--- src/rtl/uram_port_ctrl.sv ---
// Front end for a single-port no-change UltraRAM: issues at most one access per cycle,
// tracks reads through the fixed URAM read pipeline and lands them in a credit-guarded FIFO.
module uram_port_ctrl #(
  parameter int AWIDTH    = 12,
  parameter int NUM_COL   = 9,
  parameter int CWIDTH    = 8,
  parameter int DWIDTH    = 72,
  parameter int NBPIPE    = 3,
  parameter int RSP_DEPTH = 8
) (
  input  logic               clk,
  input  logic               rst,
  input  logic               req_valid,
  output logic               req_ready,
  input  logic               req_write,
  input  logic [AWIDTH-1:0]  req_addr,
  input  logic [DWIDTH-1:0]  req_wdata,
  input  logic [NUM_COL-1:0] req_wstrb,
  output logic               rsp_valid,
  input  logic               rsp_ready,
  output logic [DWIDTH-1:0]  rsp_rdata,
  output logic               ram_mem_en,
  output logic [NUM_COL-1:0] ram_we,
  output logic               ram_regce,
  output logic [AWIDTH-1:0]  ram_addr,
  output logic [DWIDTH-1:0]  ram_din,
  input  logic [DWIDTH-1:0]  ram_dout,
  output logic               busy
);

  localparam int L  = NBPIPE + 2;
  localparam int PW = $clog2(RSP_DEPTH);
  localparam int CW = PW + 1;
  localparam logic [CW:0] DEPTH_C = (CW+1)'(RSP_DEPTH);

  logic              fire;
  logic              rd_fire;
  logic              push;
  logic              pop;
  logic [CW:0]       credit_used;
  logic [L-1:0]      rd_tok_reg, rd_tok_next;
  logic [CW-1:0]     inflight_reg, inflight_next;
  logic [CW-1:0]     occ_reg, occ_next;
  logic [PW-1:0]     wr_ptr_reg, rd_ptr_reg;
  logic [DWIDTH-1:0] fifo_mem [RSP_DEPTH];

  // Every accepted read already owns a FIFO slot, so the URAM pipe never needs to stall.
  assign credit_used = {1'b0, inflight_reg} + {1'b0, occ_reg};
  assign req_ready   = ~rst & (credit_used < DEPTH_C);
  assign fire        = req_valid & req_ready;
  assign rd_fire     = fire & ~req_write;

  assign ram_mem_en = fire;
  assign ram_regce  = 1'b1;
  assign ram_addr   = req_addr;

  generate
    for (genvar gi = 0; gi < NUM_COL; gi++) begin : g_lane
      assign ram_din[gi*CWIDTH +: CWIDTH] = req_wdata[gi*CWIDTH +: CWIDTH];
      assign ram_we[gi]                   = fire & req_write & req_wstrb[gi];
    end
  endgenerate

  assign push      = rd_tok_reg[L-1];
  assign rsp_valid = (occ_reg != '0);
  assign pop       = rsp_valid & rsp_ready;
  assign rsp_rdata = fifo_mem[rd_ptr_reg];
  assign busy      = (inflight_reg != '0) | (occ_reg != '0);

  always_comb begin
    rd_tok_next   = {rd_tok_reg[L-2:0], rd_fire};
    inflight_next = inflight_reg;
    occ_next      = occ_reg;
    if (rd_fire & ~push)
      inflight_next = inflight_reg + CW'(1);
    else if (~rd_fire & push)
      inflight_next = inflight_reg - CW'(1);
    if (push & ~pop)
      occ_next = occ_reg + CW'(1);
    else if (~push & pop)
      occ_next = occ_reg - CW'(1);
  end

  always_ff @(posedge clk) begin
    if (rst) begin
      rd_tok_reg   <= '0;
      inflight_reg <= '0;
      occ_reg      <= '0;
      wr_ptr_reg   <= '0;
      rd_ptr_reg   <= '0;
    end else begin
      rd_tok_reg   <= rd_tok_next;
      inflight_reg <= inflight_next;
      occ_reg      <= occ_next;
      if (push)
        wr_ptr_reg <= wr_ptr_reg + PW'(1);
      if (pop)
        rd_ptr_reg <= rd_ptr_reg + PW'(1);
    end
  end

  // Storage is left out of reset; the pointers alone define which entries are live.
  always_ff @(posedge clk) begin
    if (push)
      fifo_mem[wr_ptr_reg] <= ram_dout;
  end

endmodule

--- config.mk ---
export PLATFORM = sky130hd
export DESIGN_NAME = uram_port_ctrl
export DESIGN_NICKNAME = d
export VERILOG_FILES = /design/src/rtl/uram_port_ctrl.sv
export SDC_FILE = /design/constraint.sdc
export NUM_CORES = 1
export LEC_CHECK = 0
export ABC_AREA = 1
export CORE_UTILIZATION = 59
export CTS_CLUSTER_SIZE = 14
export DETAILED_ROUTE_END_ITERATION = 7
export GPL_TIMING_DRIVEN = 1
export PLACE_DENSITY = 0.9
export SETUP_SLACK_MARGIN = 0.15
export SLEW_MARGIN = 20
export SYNTH_ARGS = -nofsm -noshare
export SYNTH_HDL_FRONTEND = slang
export SYNTH_SLANG_ARGS = --single-unit
--- constraint.sdc ---
create_clock -name clk -period 8.4 [get_ports clk]
set_input_delay 1.26 -clock clk [delete_from_list [all_inputs] [get_ports clk]]
set_output_delay 1.26 -clock clk [all_outputs]
set_load 0.1 [all_outputs]
# ---- Word-level counts from Yosys, hierarchy flattened
# Memory sizes are Yosys's and may differ from the RTL's. A register that Yosys moved wholly into a read port is not among the register bits.
# Index checks and enable logic that the tools add are counted.
dict set report op_classes {
  order_cmp 1
  n_mux 8
  n_bitwise 24
  addsub 7
  reduce_logical 4
}
# cell n
set op_table {}
lappend op_table {{1-bit bitwise AND} 18}
lappend op_table {{4-bit 2-to-1 mux} 4}
lappend op_table {{4-bit by 1-bit adder with 4-bit output (second input constant)} 2}
lappend op_table {{4-bit nonzero test} 2}
lappend op_table {{4-bit by 1-bit subtractor with 4-bit output (second input constant)} 2}
lappend op_table {{3-bit by 1-bit adder with 3-bit output (second input constant)} 2}
lappend op_table {{3-bit 2-to-1 mux} 2}
lappend op_table {{4-bit by 4-bit adder with 5-bit output} 1}
lappend op_table {{5-bit by 4-bit < comparator with 1-bit output (second input constant)} 1}
lappend op_table {{1-bit inverter} 5}
lappend op_table {{2-bit nonzero test} 2}
lappend op_table {{1-bit 2-to-1 mux} 2}
lappend op_table {{1-bit bitwise OR} 1}
dict set report totals {
  register_bits 19
  elab_cells 50
  ramBits 576
  n_memories 1
  in_bits 170
}
# name depth width rd rd_ports_with_merged_regs wr line
set memory_table {}
lappend memory_table {fifo_mem 8 72 1 1 1 45} ;# logic [DWIDTH-1:0] fifo_mem [RSP_DEPTH];

# ---- Logic depth before layout (Yosys ltp)
dict set report logic_depth {
  ltp_word 9
  mapped_depth 16
}

# ---- Worst setup path before layout
# Ideal clock, no wire load.
dict set report synth_path {
  path_type {input-to-output}
  start {input rst}
  end {output ram_we[0]}
  arrival_time_ps 4943
  cell_stages 5
  setup_slack_ps 2197
  path_cell_list {nor2_1 nand2_1 a21oi_1 nand3_1 nor2_1}
}
dict set report synth_between {
  elab_chain_len 5
}
# element line
set synth_lines {}
lappend synth_lines {{start: declaration} 12} ;# input logic rst,
lappend synth_lines {{1-bit inverter} 49} ;# assign req_ready = ~rst & (credit_used < DEPTH_C);
lappend synth_lines {{1-bit bitwise AND} 49}
lappend synth_lines {{named net req_ready} 14} ;# output logic req_ready,
lappend synth_lines {{1-bit bitwise AND} 50} ;# assign fire = req_valid & req_ready;
lappend synth_lines {{1-bit bitwise AND (2 in a row)} 60} ;# assign ram_we[gi] = fire & req_write & req_wstrb[gi];
lappend synth_lines {{end: declaration} 23} ;# output logic [NUM_COL-1:0] ram_we,
# The timed path passes the listed nets, and every way through them passes these cells.

==> results by group <==
Timing
  • Final min period: 5.87 ns
  • Setup TNS: 0 ns
  • Fin Hold WS: 0.398 ns
  • RSZ-0062 raised after global routing: no
  • Final Hold Viols: 0
  • Clk_skew: a little under 0.02 ns
  • Max Slew Vio Count: 0
  • Fmax: 0.170 GHz
  • Worst slew margin: 0.232
  • Final setup violation count: 0
  • Final period utilization: 0.699
  • Slew @ Worst Pin: between 1 and 1.5 ns

Drt
  • Pre-antenna DRT Iters: 5
  • Vias: roughly 16,000
  • Post-route ant nets: 0
  • # DRC: 0
  • Routed WL per cell: roughly 22 um
  • DR vias/cell: 5.87
  • Routed WL: 58,300 um
  • Iteration-0 DRC Markers: 1,690

Place
  • Placed Instance Area: 25,700 um^2
  • Placed Cells: 2,555
  • DP HPWL: 30,500 um
  • IO buf count: 170
  • Routability cong.: 0.797

Clock network
  • CTS tree: yes
  • Num CTS Buffers: 56
  • Clock root cell: clkbuf_16
  • Clock Sinks: 598
  • CTS Buffer Depth: 3
  • Setup Buffers After CTS: 0
  • # H-tree levels: 2
  • Post-CTS Resized: 0
  • Clock slew at reported path FFs: ~0.060 ns
  • Clock latency on the worst-skew pair: about 0.61 ns
  • Hold Buf Count CTS: 0

Die
  • Row count: 74
  • Die Wd: 205 um
  • IO Pins: 340
  • Die H: just over 200 um
  • Initial Util: 0.597
  • DIE AREA: 42,100 um^2
  • Core region area: 40,800 um^2

Pwr
  • Worst IR Drop VDD: 0.000424 V
  • PD cells: 330 nW/um^2
  • Pleak: 9.39 nW

Setup path
  • Biggest fanout along the worst timing path: 223
  • CP arrival: 4.61 ns
  • Required @ worst endpoint: 7.14 ns
  • Setup crit start kind: register
  • Setup crit end kind: primary output
  • Setup CP Type: reg2out
  • RR Startpoint: rd_tok_reg[4]
  • R2r setup slk: 5.51 ns

Synth
  • Post-synth EDFFs: 576
  • Gate count of the mapped netlist: 2,030
  • Post-synth top flop: edfxtp_1
  • Syn. warnings: 0
  • Synth top area share: 0.709
  • Cell taking the most area after synthesis: edfxtp_1
  • Mean post-synth cell area: 12.0 um^2
  • Most common cell in the netlist: edfxtp_1
  • Ys async rst share: 0
  • Main area contributors after synthesis: edfxtp_1 71%, nor2_1 7.2%, o21ai_1 4.6%, o21ai_0 4.3%, nand2_1 3.9%
  • Cell Area, Synth: 24,400 um^2
  • Seq/Total Area, Yosys: 0.728
  • Mapped Nets: 2,213
  • Seq cells post-synth: between 500 and 600
  • Synth top cells by count: 576 x edfxtp_1, 469 x nor2_1, 255 x nand2_1
  • Netlist cell types: 27

Job
  • Max-cap violations: 0

GRT
  • Initial antenna violation count: 3
  • Tot GR Track Use: 0.272
  • Vias in the first global route: ~15,000
  • Grt ovf: 0
  • Largest net degree at the start of global routing: 224
  • First-pass GRT wire length: 85,500 um

Final layout
  • Non-Filler Instances: 2,659
  • Post-route cell area: 27,400 um^2
  • Layout cells sized above 1: 0.0536
  • Fillers: 2,620
  • NumNets Final: 2,264
  • Core Util, Final: 0.672
  • Area Overhead vs Synth: 12.5%
  • Largest register FFs: 576

Run status
  • Outcome: completed

Worst hold path
  • Worst Hold Class: reg2reg
  • Hold_sp: rd_tok_reg[1]
[logic make-up (layout without fill, tap and decap cells)]
| logic type | after synthesis | in the layout | synth area share |
|---|---|---|---|
| AND/OR/NAND/NOR | 736 | 736 | 0.114 |
| flip-flops | 598 | 598 | 0.728 |
| AO/OA/AOI/OAI | 449 | 449 | 0.0924 |
| buffers and inverters | 226 | 322 | 0.0560 |
| adder cells (fa/ha/maj) | 13 | 13 | 0.00729 |
| XOR/XNOR | 7 | 7 | 0.00251 |
| other | 1 | 2 | 0.000154 |
[layout by cell type, fill, tap and decap left out, drive strengths merged]
cell type      count
nand3              8
nor4               1
ha                11
o21bai             1
inv               31
dfxtp             22
conb               1
nor2             469
clkbuf            69
nand2            255
edfxtp           576
buf               20
diode              1
or2                2
fa                 2
clkinvlp           1
nor3               1
bufinv             2
xor2               5
a211oi             1
a21oi             13
clkinv            29
clkdlybuf4s50    170
o21ai            434
xnor2              2
[routing by layer]
| layer | track usage | routed length [um] | vias to the layer above |
|---|---|---|---|
| met5 | 0.00476 | 11 | - |
| met4 | 0.177 | 3720 | 2 |
| met3 | 0.0676 | 5660 | 211 |
| met2 | 0.441 | 28300 | 797 |
| met1 | 0.323 | 20600 | 7515 |
| li1 | - | - | 7092 |
[through the flow]
step | total power, mW | setup WS (ns)
2_1_floorplan | 6.21 | 2.20
3_3_place_gp | 6.63 | 3.10
3_5_place_dp | 6.72 | 2.98
4_1_cts | 9.08 | 2.41
5_1_grt | 9.41 | 2.26
6_report | 9.06 | 2.53
[final timing paths]
check,to,cells after the start
setup / recovery,rsp_rdata[60],7
hold reg to reg,rd_tok_reg[2],2
setup reg to reg,fifo_mem[4][25],4
hold / removal,rd_tok_reg[2],2
[layout make-up]
cell class,instances,area [um^2],share of cell area
Antenna cell,1,2.50,0.0000912
Clock buffer,69,1470,0.0536
Clock inverter,34,219,0.00798
Inverter,29,121,0.00442
Multi-Input combinational cell,1206,5340,0.194
Sequential cell,598,17700,0.647
Tap cell,532,666,0.0243
Timing Repair Buffer,190,1880,0.0684
[report_power, final]
group | switching, mW | total [mW] | internal (mW)
logic | 2.57 | 3.34 | 0.771
registers | 0.0726 | 3.36 | 3.29
clock network | 1.05 | 2.36 | 1.30
[critical path, stage by stage (launching register included)]
cell,delay (ns)
dfxtp_4,0.85
clkinv_8,0.83
buf_4,0.63
o21ai_0,0.31
o21ai_1,0.12
nand2_1,0.08
nand2_1,0.12
clkdlybuf4s50_1,0.99
Power figures use the tool's default switching activity.
